$ cat config.mk
export PLATFORM = sky130hd
export DESIGN_NAME = aes_key_expand
export DESIGN_NICKNAME = d
export VERILOG_FILES = /design/src/rtl/aes_key_expand.sv
export SDC_FILE = /design/constraint.sdc
export NUM_CORES = 2
export LEC_CHECK = 0
export BUFFER_PORTS_ARGS = -buffer_cell sky130_fd_sc_hd__buf_2
export CORE_MARGIN = 5
export CORE_UTILIZATION = 55
export DETAILED_ROUTE_END_ITERATION = 7
export PLACE_DENSITY = 0.72
export RECOVER_POWER = 100
export SLEW_MARGIN = 20
export SYNTH_ARGS = -nofsm -noshare
export SYNTH_HDL_FRONTEND = slang
export SYNTH_SLANG_ARGS = --single-unit
$ cat constraint.sdc
create_clock -name clk -period 76.8 [get_ports clk]
set_clock_uncertainty 0.2 [all_clocks]
set_input_delay 3.84 -clock clk [delete_from_list [all_inputs] [get_ports clk]]
set_output_delay 3.84 -clock clk [all_outputs]
set_load 0.005 [all_outputs]
$ cat src/rtl/aes_key_expand.sv
// AES-128 iterative key schedule. Emits round keys 0..10 one per accepted
// transfer on a valid/ready port, then pulses done for one cycle.
// SubWord uses four combinational sbox instances fed from the key register.

// AES forward S-box computed from its algebraic definition: the GF(2^8)
// multiplicative inverse followed by the affine transform. The inverse is
// formed as x^254 with a short square-and-multiply chain, which maps 0 to 0.
module sbox (
  input  logic [7:0] a,
  output logic [7:0] s
);

  // Shift-and-add multiply in GF(2^8), reduction polynomial x^8+x^4+x^3+x+1.
  function automatic logic [7:0] gmul(input logic [7:0] x, input logic [7:0] y);
    logic [7:0] p;
    logic [7:0] xx;
    p  = 8'h00;
    xx = x;
    for (int i = 0; i < 8; i++) begin
      if (y[i]) p = p ^ xx;
      xx = {xx[6:0], 1'b0} ^ (xx[7] ? 8'h1b : 8'h00);
    end
    return p;
  endfunction

  logic [7:0] x2, x3, x6, x7, x14, x15, x30, x31;
  logic [7:0] x62, x63, x126, x127, inv;

  // Inverse via exponent chain, then the affine map b ^ rotl1..rotl4 ^ 0x63.
  always_comb begin
    x2   = gmul(a, a);
    x3   = gmul(x2, a);
    x6   = gmul(x3, x3);
    x7   = gmul(x6, a);
    x14  = gmul(x7, x7);
    x15  = gmul(x14, a);
    x30  = gmul(x15, x15);
    x31  = gmul(x30, a);
    x62  = gmul(x31, x31);
    x63  = gmul(x62, a);
    x126 = gmul(x63, x63);
    x127 = gmul(x126, a);
    inv  = gmul(x127, x127);
    s    = inv
         ^ {inv[6:0], inv[7]}
         ^ {inv[5:0], inv[7:6]}
         ^ {inv[4:0], inv[7:5]}
         ^ {inv[3:0], inv[7:4]}
         ^ 8'h63;
  end

endmodule

module aes_key_expand (
  input  logic         clk,
  input  logic         rst_n,
  input  logic         start,
  input  logic [127:0] key_in,
  input  logic         rk_ready,
  output logic         rk_valid,
  output logic [127:0] rk_out,
  output logic [3:0]   rk_round,
  output logic         busy,
  output logic         done
);

  typedef enum logic [1:0] {
    IDLE = 2'd0,
    EMIT = 2'd1,
    FIN  = 2'd2
  } state_t;

  state_t       state_reg, state_next;
  logic [127:0] key_reg, key_next;
  logic [3:0]   round_reg, round_next;
  logic [7:0]   rcon_reg, rcon_next;

  logic [31:0]  w0, w1, w2, w3;
  logic [31:0]  rot_w, sub_w, t;
  logic [31:0]  n0, n1, n2, n3;
  logic [127:0] next_key;
  logic         xfer;

  assign w0 = key_reg[127:96];
  assign w1 = key_reg[95:64];
  assign w2 = key_reg[63:32];
  assign w3 = key_reg[31:0];

  // RotWord: byte-rotate left by one before substitution.
  assign rot_w = {w3[23:0], w3[31:24]};

  // SubWord: one sbox per byte lane, lanes kept in place.
  genvar gi;
  generate
    for (gi = 0; gi < 4; gi++) begin : g_sbox
      sbox u_sbox (
        .a (rot_w[gi*8 +: 8]),
        .s (sub_w[gi*8 +: 8])
      );
    end
  endgenerate

  assign t  = sub_w ^ {rcon_reg, 24'h000000};
  assign n0 = w0 ^ t;
  assign n1 = w1 ^ n0;
  assign n2 = w2 ^ n1;
  assign n3 = w3 ^ n2;
  assign next_key = {n0, n1, n2, n3};

  assign xfer = (state_reg == EMIT) && rk_ready;

  // Next-state and datapath update; everything holds unless a transfer or
  // an accepted start occurs. FIN accepts start exactly like IDLE.
  always_comb begin
    state_next = state_reg;
    key_next   = key_reg;
    round_next = round_reg;
    rcon_next  = rcon_reg;
    case (state_reg)
      IDLE, FIN: begin
        if (start) begin
          state_next = EMIT;
          key_next   = key_in;
          round_next = 4'd0;
          rcon_next  = 8'h01;
        end else begin
          state_next = IDLE;
        end
      end
      EMIT: begin
        if (xfer) begin
          if (round_reg == 4'd10) begin
            // Last key handed off; register left untouched.
            state_next = FIN;
          end else begin
            key_next   = next_key;
            round_next = round_reg + 4'd1;
            rcon_next  = {rcon_reg[6:0], 1'b0} ^ (rcon_reg[7] ? 8'h1b : 8'h00);
          end
        end
      end
      default: state_next = IDLE;
    endcase
  end

  // State and key registers; reset clears everything immediately.
  always_ff @(posedge clk or negedge rst_n) begin
    if (!rst_n) begin
      state_reg <= IDLE;
      key_reg   <= 128'h0;
      round_reg <= 4'd0;
      rcon_reg  <= 8'h01;
    end else begin
      state_reg <= state_next;
      key_reg   <= key_next;
      round_reg <= round_next;
      rcon_reg  <= rcon_next;
    end
  end

  // All outputs decode straight from registers, never from rk_ready.
  assign rk_valid = (state_reg == EMIT);
  assign busy     = (state_reg == EMIT);
  assign done     = (state_reg == FIN);
  assign rk_out   = key_reg;
  assign rk_round = round_reg;

endmodule
==> impl_metrics.ini <==
[job]
cap_violations = 24

[timing]
holdWs_ps = 317
rsz0062_at_grt = false
setup_viol = 0
fmax_ghz = 0.0292
fin_crit_sh = 0.445
finalHoldViolations = 0
tns_ps = 0
drv_slew = 1092
fin_crit_ps = 34200
max_slew_margin = -2.73
worst_pin_slew_ps = 5600

[detailed_routing]
viasPerCell = 6.32
drc = 0
initialDrtViolationCount = 6791
vias = 60577
wl_um = 212000
first_pass_iters = 8
wl_per_cell_um = 22.1
drt.antenna.violating_nets = 0

[cells_and_area]
multi_input_area_sq_mm = 0.0588
fin_nets = 8194
seq_area_sq_mm = 0.00357
final_layout_size_suffix_gt1_frac = 0.0786
largest_reg_flops = 128
n_fill_cell = 10911
utilization = 0.575
instances_no_fill = 9586
syn_to_final_growth_pct = 3.72

[floorplanning]
initial_core_util = 0.554
fp.dieW_um = 355
io_pins = 267
die_h_um = 355
coreArea_sq_mm = 0.118
dieArea_sq_mm = 0.126
std_cell_rows = 126

[synthesis]
synthArstFlopShare = 1.00
syn-instance-count = 8153
synth_ff_type = dfrtp_1
synth_top_area_share = 0.194
yosysSeqAreaShare = 0.0543
synth-seq-cells = 142
synth_edf_count = 0
synth_area_per_cell_sq_um = 8.03
synth_area_leaders = xnor2_1 19%, xnor3_1 16%, xor2_1 7.5%, nand2_1 6.5%, dfrtp_1 5.4%
syn_nets = 8315
synth_cell_types = 130
yosysTopAreaCell = xnor2_1
synth_area_sq_mm = 0.0654
ys.warnings.count = 0

[grt]
grt_pass1_vias = 56988
grt_pass1_wl_um = 327000
antenna_found_initial = 7
grt_usage = 0.320
grt.overflow.total = 0
grt_max_degree = 85

[setup_path]
critPathMaxStageDelay_ps = 2590
path_class = flop to flop
crit_fanout = 68
critPathArrivalTime_ps = 34400
crit_buf_inv = 9
cpMostUsedCell = xnor2_1
cpLargestDelayFamily = XOR/XNOR gates
startpoint_type = flop
required_ps = 77010
reg2reg_depth = 78
critPathSlowestCell = clkbuf_1
cp-end-kind = flop
worst-path-stages = 78

[clock_network]
cts.sinks = 142
cts_buffers = 17
post_cts_buffers = 0
ctsResizeCount = 0
clk_pin_slew_worst_paths_ps = 90
cts_tree = built
clock_path_buffers = 2
hold_buffers = 0
clock_latency_ps = 540
htreeDepth = 4
clock-root-buffer = clkbuf_16

[place]
post-place-cells = 9549
gp_congestion = 0.947
io_buffers = 266
hpwl_um = 152000

[run_status]
violations = capacitance limit, slew limit
status = complete, but fails checks

[hold_path]
hold_depth = 2
hold_path.class = flop to flop
## worst paths after layout
kind                       startpoint    endpoint  slack [ps]
max in group asynchronous       rst_n  rk_out[16]       65420
setup / recovery           rk_out[14]  rk_out[22]       42600
hold / removal             rk_out[14]  rk_out[14]         320
hold reg to reg            rk_out[14]  rk_out[14]         320
min in group asynchronous       rst_n  rk_out[32]        5150
setup reg to reg           rk_out[14]  rk_out[22]       42600
## synthesized netlist by cell type, types with 33 or more instances
cell         n
a211oi_1    57
a21oi_1    324
a221oi_1    33
a222oi_1    46
a22oi_1     75
a31oi_1     38
and2_1      72
and3_1      55
buf_1       65
buf_2      136
clkbuf_1   336
dfrtp_1    141
inv_1      124
mux2i_1    209
nand2_1   1133
nand2b_1    76
nand3_1    176
nand4_1     37
nor2_1     766
nor2b_1     64
nor3_1     175
o211ai_1    79
o21ai_0    321
o221ai_1    36
o22ai_1     50
or3_1       54
xnor2_1   1452
xnor2_2     65
xnor3_1    468
xor2_1     557
xor3_1      96
## worst reg2reg max path, delay by kind of cell (launching register included)
family | cells | cell delay, ps
AO/OA/AOI/OAI | 18 | 6100
flip-flops | 1 | 360
AND/OR/NAND/NOR | 8 | 2150
buffers and inverters | 9 | 5670
XOR/XNOR | 34 | 16110
adder cells (fa/ha/maj) | 6 | 2880
multiplexers | 3 | 550
## logic make-up (layout without fill, tap and decap cells)
logic type      count (synthesis)  in the layout  share of synthesized area
flops                         142            142                     0.0543
buf+inv                       718            610                     0.0461
mux                           243            243                     0.0382
simple gates                 2792           2792                      0.192
xor+xnor                     2703           2703                      0.502
compound gates               1525           1525                      0.161
other cells                     0              5                          0
fa+ha+maj                      30             30                    0.00574
## cell type report
type                       count  share of cell area
timing repair buffer         431              0.0349
clock buffer                  17             0.00627
inverter                     147             0.00817
tap                         1536              0.0283
clock inverter                15             0.00284
multi-input combinational   7293               0.867
antenna                        5            0.000184
sequential                   142              0.0526
## layout by cell type, fill, tap and decap left out, drive strengths merged, types with 64 or more instances in the layout
cell / count
nand3: 176
o21ai: 351
nand2: 1136
nor3: 179
o211ai: 79
xnor2: 1525
a21oi: 329
dfrtp: 141
and2: 75
nor2b: 64
xor3: 101
xor2: 592
xnor3: 485
buf: 329
nand2b: 76
clkbuf: 119
a22oi: 78
inv: 143
nor2: 770
mux2i: 210
## layer usage
layer / global-route usage / vias up / share of wire
met2: 0.502 / 3119 / 0.44
met5: 0 / - / 0.00012
met3: 0.0590 / 463 / 0.10
met1: 0.442 / 28981 / 0.42
li1: - / 28010 / -
met4: 0.115 / 4 / 0.038
## through the flow
step / instance area (sq um) / worst slack (ps)
after floorplan: 65400 / 52760
after global placement: 67600 / 48050
after detailed placement: 67600 / 48230
after CTS: 68300 / 48140
after global routing: 67900 / 40580
final: 67900 / 42600
Power is left out: the tool's default activity adds up to more than one toggle a clock period on the data nets, which glitch-free logic cannot reach.
